==> config.mk <==
export PLATFORM = sky130hd
export DESIGN_NAME = ex_fwd_hazard_ctrl
export DESIGN_NICKNAME = d
export VERILOG_FILES = /design/src/rtl/ex_fwd_hazard_ctrl.sv
export SDC_FILE = /design/constraint.sdc
export NUM_CORES = 1
export LEC_CHECK = 0
export BUFFER_PORTS_ARGS = -buffer_cell sky130_fd_sc_hd__buf_2
export CAP_MARGIN = 10
export CORE_MARGIN = 2
export CORE_UTILIZATION = 44
export DETAILED_ROUTE_END_ITERATION = 7
export PLACE_DENSITY_LB_ADDON = 0.15
export SLEW_MARGIN = 0
export SYNTH_ARGS = -nofsm -noshare
export SYNTH_HDL_FRONTEND = slang
export SYNTH_SLANG_ARGS = --single-unit
==> constraint.sdc <==
create_clock -name clk -period 1.8 [get_ports clk]
set_clock_uncertainty 0.05 [all_clocks]
set_input_delay 0 -clock clk [delete_from_list [all_inputs] [get_ports clk]]
set_output_delay 0 -clock clk [all_outputs]
set_load 0.05 [all_outputs]
==> src/rtl/ex_fwd_hazard_ctrl.sv <==
// ---------------------------------------------------------------------------
// ex_fwd_hazard_ctrl
//
// Forwarding and load-use hazard controller for the 5-stage core.
// Keeps a private shadow of the destination-register info for the MEM and
// WB stages (advanced every clock, never frozen) and uses it to produce the
// EX operand-select codes. A two-state FSM (RUN/STALL) produces the one-cycle
// load-use stall and the ID/EX bubble. A redirect (flush) always beats a
// stall.
//
// Optional feature: define HAZ_PERF_CNT_EN to add the stall_cnt / fwd_cnt
// performance counters. Without it those ports and registers do not exist.
//
// Ports
//   clk, rst            : clock (rising edge), asynchronous active-high reset
//   id_rs1/id_rs2       : ID-stage source indices
//   id_use_rs1/_rs2     : ID instruction really reads rs1/rs2
//   id_valid            : ID holds a real instruction
//   ex_rs1/ex_rs2       : EX-stage source indices
//   ex_rd               : EX-stage destination index
//   ex_reg_write        : EX instruction writes rd
//   ex_mem_read         : EX instruction is a load
//   ex_valid            : EX holds a real instruction
//   flush               : taken branch/jump resolved in EX
//   rd1_ctr/rd2_ctr     : 00 regfile, 01 EX/MEM ALU result, 11 WB result
//   stall_if/stall_id   : hold PC and IF/ID register
//   bubble_ex           : load a NOP into ID/EX on the next edge
//   stall_cnt/fwd_cnt   : performance counters (HAZ_PERF_CNT_EN only)
// ---------------------------------------------------------------------------
module ex_fwd_hazard_ctrl #(
  parameter int REG_ADDR_WIDTH = 5,
  parameter int CNT_WIDTH      = 32
) (
  input  logic                      clk,
  input  logic                      rst,
  input  logic [REG_ADDR_WIDTH-1:0] id_rs1,
  input  logic [REG_ADDR_WIDTH-1:0] id_rs2,
  input  logic                      id_use_rs1,
  input  logic                      id_use_rs2,
  input  logic                      id_valid,
  input  logic [REG_ADDR_WIDTH-1:0] ex_rs1,
  input  logic [REG_ADDR_WIDTH-1:0] ex_rs2,
  input  logic [REG_ADDR_WIDTH-1:0] ex_rd,
  input  logic                      ex_reg_write,
  input  logic                      ex_mem_read,
  input  logic                      ex_valid,
  input  logic                      flush,
  output logic [1:0]                rd1_ctr,
  output logic [1:0]                rd2_ctr,
  output logic                      stall_if,
  output logic                      stall_id,
  output logic                      bubble_ex
`ifdef HAZ_PERF_CNT_EN
  ,
  output logic [CNT_WIDTH-1:0]      stall_cnt,
  output logic [CNT_WIDTH-1:0]      fwd_cnt
`endif
);

  localparam logic [REG_ADDR_WIDTH-1:0] RegZero = '0;

  typedef enum logic {
    ST_RUN,
    ST_STALL
  } state_e;

  state_e state_q, state_d;

  // Shadow pipeline: MEM and WB destination info.
  logic [REG_ADDR_WIDTH-1:0] mem_rd_q, wb_rd_q;
  logic                      mem_we_q, mem_ld_q, mem_v_q;
  logic                      wb_we_q, wb_v_q;

  always_ff @(posedge clk or posedge rst) begin
    if (rst) begin
      mem_rd_q <= '0;
      mem_we_q <= 1'b0;
      mem_ld_q <= 1'b0;
      mem_v_q  <= 1'b0;
      wb_rd_q  <= '0;
      wb_we_q  <= 1'b0;
      wb_v_q   <= 1'b0;
      state_q  <= ST_RUN;
    end else begin
      mem_rd_q <= ex_rd;
      mem_we_q <= ex_reg_write;
      mem_ld_q <= ex_mem_read;
      mem_v_q  <= ex_valid;
      wb_rd_q  <= mem_rd_q;
      wb_we_q  <= mem_we_q;
      wb_v_q   <= mem_v_q;
      state_q  <= state_d;
    end
  end

  // A load in MEM is excluded: the EX/MEM bus still carries its address.
  function automatic logic mem_hit(input logic [REG_ADDR_WIDTH-1:0] src);
    return mem_v_q & mem_we_q & ~mem_ld_q & (mem_rd_q != RegZero) & (mem_rd_q == src);
  endfunction

  function automatic logic wb_hit(input logic [REG_ADDR_WIDTH-1:0] src);
    return wb_v_q & wb_we_q & (wb_rd_q != RegZero) & (wb_rd_q == src);
  endfunction

  // MEM is checked first because it holds the younger value.
  function automatic logic [1:0] sel_ctr(input logic [REG_ADDR_WIDTH-1:0] src);
    if (mem_hit(src))     return 2'b01;
    else if (wb_hit(src)) return 2'b11;
    else                  return 2'b00;
  endfunction

  always_comb begin
    rd1_ctr = sel_ctr(ex_rs1);
    rd2_ctr = sel_ctr(ex_rs2);
  end

  logic lu;
  assign lu = ex_valid & ex_mem_read & (ex_rd != RegZero) & id_valid &
              ((id_use_rs1 & (id_rs1 == ex_rd)) | (id_use_rs2 & (id_rs2 == ex_rd)));

  always_comb begin
    state_d   = state_q;
    stall_if  = 1'b0;
    stall_id  = 1'b0;
    bubble_ex = 1'b0;
    // Outputs are also gated by rst so that a reset landing in the middle of
    // a stall cycle drops them at once, even though lu may still be true.
    if (!rst) begin
      case (state_q)
        ST_RUN: begin
          if (flush) begin
            state_d = ST_RUN;
          end else if (lu) begin
            stall_if  = 1'b1;
            stall_id  = 1'b1;
            bubble_ex = 1'b1;
            state_d   = ST_STALL;
          end
        end
        // Bubble is in EX, load in MEM: nothing to do this cycle.
        ST_STALL: state_d = ST_RUN;
        default:  state_d = ST_RUN;
      endcase
    end
  end

`ifdef HAZ_PERF_CNT_EN
  localparam logic [CNT_WIDTH-1:0] CntOne = CNT_WIDTH'(1);

  logic [CNT_WIDTH-1:0] stall_cnt_q, fwd_cnt_q;

  always_ff @(posedge clk or posedge rst) begin
    if (rst) begin
      stall_cnt_q <= '0;
      fwd_cnt_q   <= '0;
    end else begin
      if (stall_if) stall_cnt_q <= stall_cnt_q + CntOne;
      // One count per cycle, however many operands are forwarded.
      if ((rd1_ctr != 2'b00) || (rd2_ctr != 2'b00)) fwd_cnt_q <= fwd_cnt_q + CntOne;
    end
  end

  assign stall_cnt = stall_cnt_q;
  assign fwd_cnt   = fwd_cnt_q;
`endif

endmodule

==> impl_metrics.ini, run 1 <==
[clocking]
cts_buffer_depth = 2
cts.sinks = 16
cts_root_buf = clkbuf_4
numCtsBuffers = 3
cts_tree = yes
clk_pin_slew_worst_paths_ns = 0.09
insertion_delay_ns = 0.28
ctsHtreeMaxLevel = 1

[critical_path]
rr_startpoint = state_q
crit_path_cell_trace = or3_1 -> o311a_1 -> nand4_1 -> o21ba_1 -> buf_6
worst_setup_path_end_kind = output port
reg2reg_depth = 3
cp_max_fo = 2
crit_family = compound AO/OA/AOI/OAI gates
crit_required_ns = 1.75
cp-start-kind = flip-flop
critPathKind = reg -> out
crit_buf_inv = 1
cpMaxStageDelayCell = dfrtp_1
r2r_end = state_q
slowest_delay_ns = 0.38
worstPathArrival_ns = 1.73
r2r_slack_ns = 0.84

[power]
p_leak_nw = 0.570
power_frac_comb = 0.202
power_density_mw_per_mm2 = 620
swShare = 0.243
ir_worst_vdd_mv = 0.368
seqPwrFrac = 0.506
finalPower_uw = 774
p_int_uw = 587
p_sw_uw = 188
clock_power_share = 0.292

[cells_and_area]
final_nets = 166
area_delta_synth_final_pct = 45.5
n_antenna_cell = 0
fillCellCount = 136
final_common_cell = buf_2
drive_gt1_frac = 0.351
final_cell_mix = 33 x buf_2, 16 x xnor2_1, 16 x dfrtp_1, 14 x xor2_1, 9 x dlygate4sd3_1
finalNonFillerCells = 156

[synth]
postSynthAreaPerCell_um2 = 11.0
ys.warnings.count = 0
synth_cell_types = 20
yosys.area.top_type = dfrtp_1
synthTopCellsByArea = dfrtp_1 47%, xnor2_1 16%, xor2_1 14%
syn-num-nets = 112
ys_ff_latch = 16
ys_seq_area_frac = 0.466
synth_top_area_frac = 0.466
synth_area_um2 = 858
synthCells = 78

[hold_path]
min_from = id_use_rs1
hold_end = state_q
hold_depth = 3
holdCritPathClass = in -> reg

[die]
die_h_um = 48.2
die-area_mm2 = 0.00232
start_util = 0.481
fp.coreArea_mm2 = 0.00178
placement_rows = 15
io_pins = 41
die_x_um = 48.2

[sta]
rsz0062_at_grt = yes
hold_violations = 0
worst_slack_ns = 0.0166
post-route-min-period_ns = 1.78
slew_headroom = 0.610
fin_crit_sh = 0.991
worstMarginPinSlew_ns = 0.584
slew_violations = 0
setup_violations = 0
setup-tns-final_ns = 0
fmax_mhz = 561

[global_routing]
grt_pass1_vias = 737
grt_usage = 0.179
globalRouteOverflowTotal = 0
grt_max_degree = 17
grt_antenna_before_repair = 0
grt_pass1_wl_um = 2810

[drt]
drtIter0Drc = 4
wl_um = 1820
dr.pass1.iters = 4
avgRoutedWirePerCell_um = 11.7
via_per_inst = 4.82
ant_nets = 0
drc_errors = 0
vias = 752

[place]
gp_congestion = 0.758
dp_slack_ns = 0.235
hpwl_um = 1450
portBuffers = 40
post-place-cells = 141

[run]
cap_violations = 0

[outcome]
status = finished, final reports clean
[cell type report]
cell class	instances	area, um2	share of cell area
multi-input combinational	59	439	0.352
sequential	16	400	0.321
timing repair buffer	51	338	0.271
clock buffer	4	36.3	0.0291
tap	25	31.3	0.0251
inverter	1	3.75	0.00301
[synthesized netlist by cell type]
master,instances
nand4_1,4
and2_0,1
xnor2_1,16
o21ba_1,2
o21ai_0,4
nor3_1,4
a21oi_1,1
nor4_1,2
xor2_1,14
or3_1,1
nand2_1,3
dfrtp_1,16
o311a_1,1
inv_1,1
a32oi_1,1
nand4b_1,1
or4_1,1
nand3b_1,1
nor2_1,2
buf_4,2
[per-stage QoR]
stage	hold slack (ns)	util	cell area (um2)
after floorplan	-0.136	-	858
after global placement	0.0435	0.603	1070
after detailed placement	0.0563	0.603	1070
after CTS	0.0321	0.689	1230
after global routing	0.0529	0.700	1250
final	0.0211	0.700	1250
[worst max-delay path by stage]
| stage | start | to | cells after the start |
|---|---|---|---|
| global route | wb_rd_q[0] | rd2_ctr[1] | 5 |
| finish | wb_rd_q[0] | rd1_ctr[1] | 5 |
| detailed placement | wb_rd_q[0] | rd2_ctr[1] | 5 |
| floorplan | state_q | stall_id | 4 |
| global placement | wb_rd_q[0] | rd2_ctr[1] | 5 |
| CTS | wb_rd_q[0] | rd1_ctr[1] | 5 |
[tightest hold or removal path: stages]
cell	delay, ns
buf_2	0.08
a32oi_1	0.09
o21ai_0	0.14
[flip-flops by register name, summed over array words and instances (netlist names)]
signal,flops
wb_we_q,1
mem_v_q,1
wb_rd_q,5
mem_ld_q,1
mem_rd_q,5
state_q,1
mem_we_q,1
wb_v_q,1
[cell families (layout without fill, tap and decap cells)]
kind of cell              count (synthesis)  in the layout  synth area share
xor gates and xnor gates                 30             30             0.306
and+or+nand+nor                          20             20             0.131
DFF                                      16             16             0.466
AOI/OAI and AO/OA                         9              9            0.0743
buffers and inverters                     3             56            0.0219
[per-layer routing]
layer  vias up  global-route usage  part of all wire
met5         -                   0                 0
met2        35               0.342              0.54
met1       340               0.178              0.37
met4         0               0.114             0.025
met3         4              0.0222             0.060
li1        373                   -                 -
[power groups by stage]
stage	Sequential, mW	Clock (mW)	Combinational (mW)
after floorplan	0.396	0	0.0746
after global placement	0.400	0	0.132
after detailed placement	0.401	0	0.136
after CTS	0.392	0.233	0.156
after global routing	0.395	0.259	0.172
final	0.392	0.226	0.156
[repair_timing]
item / in CTS / in global routing
gates resized for setup: 4 / 13
setup endpoints to repair: 4 / 7
buffers inserted: 2 / 0
endpoints found under the hold margin: 25 / 0
pin swaps: 0 / 0
hold buffers: 9 / 0
(Power assumes the default switching activity.)
==> inputs of run 2 (changes only) <==
--- a/config.mk
+++ b/config.mk
@@ -10,6 +10,7 @@
 export CORE_MARGIN = 2
 export CORE_UTILIZATION = 44
 export DETAILED_ROUTE_END_ITERATION = 7
+export GPL_TIMING_DRIVEN = 0
 export PLACE_DENSITY_LB_ADDON = 0.15
 export SLEW_MARGIN = 0
 export SYNTH_ARGS = -nofsm -noshare
==> impl_metrics.ini, run 2 (same netlist as run 1, synthesis figures left out) <==
[outcome]
status = finished with violations
failed_checks = setup timing

[critical_path]
worstPathArrival_ns = 1.77
crit_required_ns = 1.75
cp_max_fo = 2
critPathKind = reg -> out
r2r_slack_ns = 0.85
cp-start-kind = flip-flop
worst_setup_path_end_kind = output port

[power]
finalPower_uw = 768
p_leak_nw = 0.579
power_density_mw_per_mm2 = 609
ir_worst_vdd_mv = 0.327

[die]
die-area_mm2 = 0.00232
start_util = 0.481
placement_rows = 15
io_pins = 41
die_x_um = 48.2
fp.coreArea_mm2 = 0.00178
die_h_um = 48.2

[cells_and_area]
final_nets = 168
n_antenna_cell = 0
final_cell_mix = 34 x buf_2, 16 x xnor2_1, 16 x dfrtp_1, 14 x xor2_1, 9 x dlygate4sd3_1
drive_gt1_frac = 0.361
final_area_mm2 = 0.00126
final_common_cell = buf_2
area_delta_synth_final_pct = 46.9
top_regs = mem_rd_q: 5 flops, wb_rd_q: 5 flops

[sta]
fmax_mhz = 549
fin_crit_sh = 1.01
post-route-min-period_ns = 1.82
hold_violations = 0
rsz0062_at_grt = yes
slew_violations = 0
worstMarginPinSlew_ns = 0.552
worst_slack_ns = -0.0205
slew_headroom = 0.632
setup_violations = 2

[clocking]
clk_pin_slew_worst_paths_ns = 0.08
numCtsBuffers = 3
cts_tree = yes
cts.sinks = 16
cts_root_buf = clkbuf_4
cts_buffer_depth = 2
ctsHtreeMaxLevel = 1
insertion_delay_ns = 0.27

[place]
portBuffers = 40
dpl_cell_area_mm2 = 0.00109
gp_congestion = 0.796
hpwl_um = 1400

[global_routing]
globalRouteOverflowTotal = 0
grt_usage = 0.182
grt_max_degree = 17
grt_pass1_wl_um = 2720
grt_pass1_vias = 703
grt_antenna_before_repair = 0

[drt]
drtIter0Drc = 4
drc_errors = 0
ant_nets = 0
avgRoutedWirePerCell_um = 11.0
vias = 749
wl_um = 1740
via_per_inst = 4.74
dr.pass1.iters = 3

[run]
cap_violations = 0

[hold_path]
holdCritPathClass = in -> reg
run 2: cell types whose count changed in the layout (fill, tap and decap cells not counted):
cell      delta
clkbuf_4     +2
buf_2        +1
buf_4        -1
o21ai_0      +1
o21ai_1      -1
run 2: worst max-delay path, cell delays in order (launching register included):
cell     delay, ns
dfrtp_1       0.38
or3_1         0.38
o311a_1       0.33
nand4_1       0.09
o21ba_1       0.16
buf_6         0.15
run 2: cell type report:
| type | count | area (um2) |
|---|---|---|
| Sequential cell | 16 | 400 |
| Inverter | 1 | 3.75 |
| Tap cell | 25 | 31.3 |
| Multi-Input combinational cell | 59 | 439 |
| Buffer | 2 | 15.0 |
| Timing Repair Buffer | 51 | 335 |
| Clock buffer | 4 | 36.3 |
| Fill cell | 134 | 522 |
run 2: timing repair:
item                                    CTS  global route
hold endpoints to repair                 25             0
resized for setup                         6             4
buffers inserted                          2             0
gates cloned                              0             0
hold buffers                              9             0
endpoints found under the setup margin    4             6
pin swaps                                 0             1
run 2: routing by layer:
metal,up-vias,GRT usage,wire [um]
li1,381,-,-
met1,331,0.177,647
met2,33,0.337,939
met3,4,0.0370,115
met4,0,0.124,39
met5,-,0,0
run 2: through the flow:
| stage | hold WS, ns | instances | utilization | setup TNS, ns | worst slack (ns) |
|---|---|---|---|---|---|
| after global routing | 0.0123 | 158 | 0.707 | -0.304 | -0.110 |
| after detailed placement | 0.0499 | 143 | 0.611 | 0 | 0.195 |
| final | 0.00612 | 158 | 0.707 | -0.0347 | -0.0205 |
| after CTS | 0.00220 | 158 | 0.700 | -0.0839 | -0.0457 |
| after global placement | 0.0390 | 143 | 0.611 | 0 | 0.203 |
| after floorplan | -0.136 | 78 | - | 0 | 0.0579 |
run 2: report_power, final:
part / internal (mW) / switching (mW) / leakage [nW]
logic: 0.0874 / 0.0684 / 0.370
registers: 0.376 / 0.0151 / 0.189
clock network: 0.123 / 0.0982 / 0.0210
run 2: worst paths after layout:
| check | start | endpoint | cells after the start |
|---|---|---|---|
| hold / removal | id_use_rs1 | state_q | 3 |
| max in group asynchronous | rst | wb_rd_q[1] | 3 |
| hold reg to reg | mem_we_q | wb_we_q | 0 |
| setup reg to reg | state_q | state_q | 3 |
| min in group asynchronous | rst | state_q | 3 |
| setup / recovery | wb_rd_q[0] | rd1_ctr[1] | 5 |
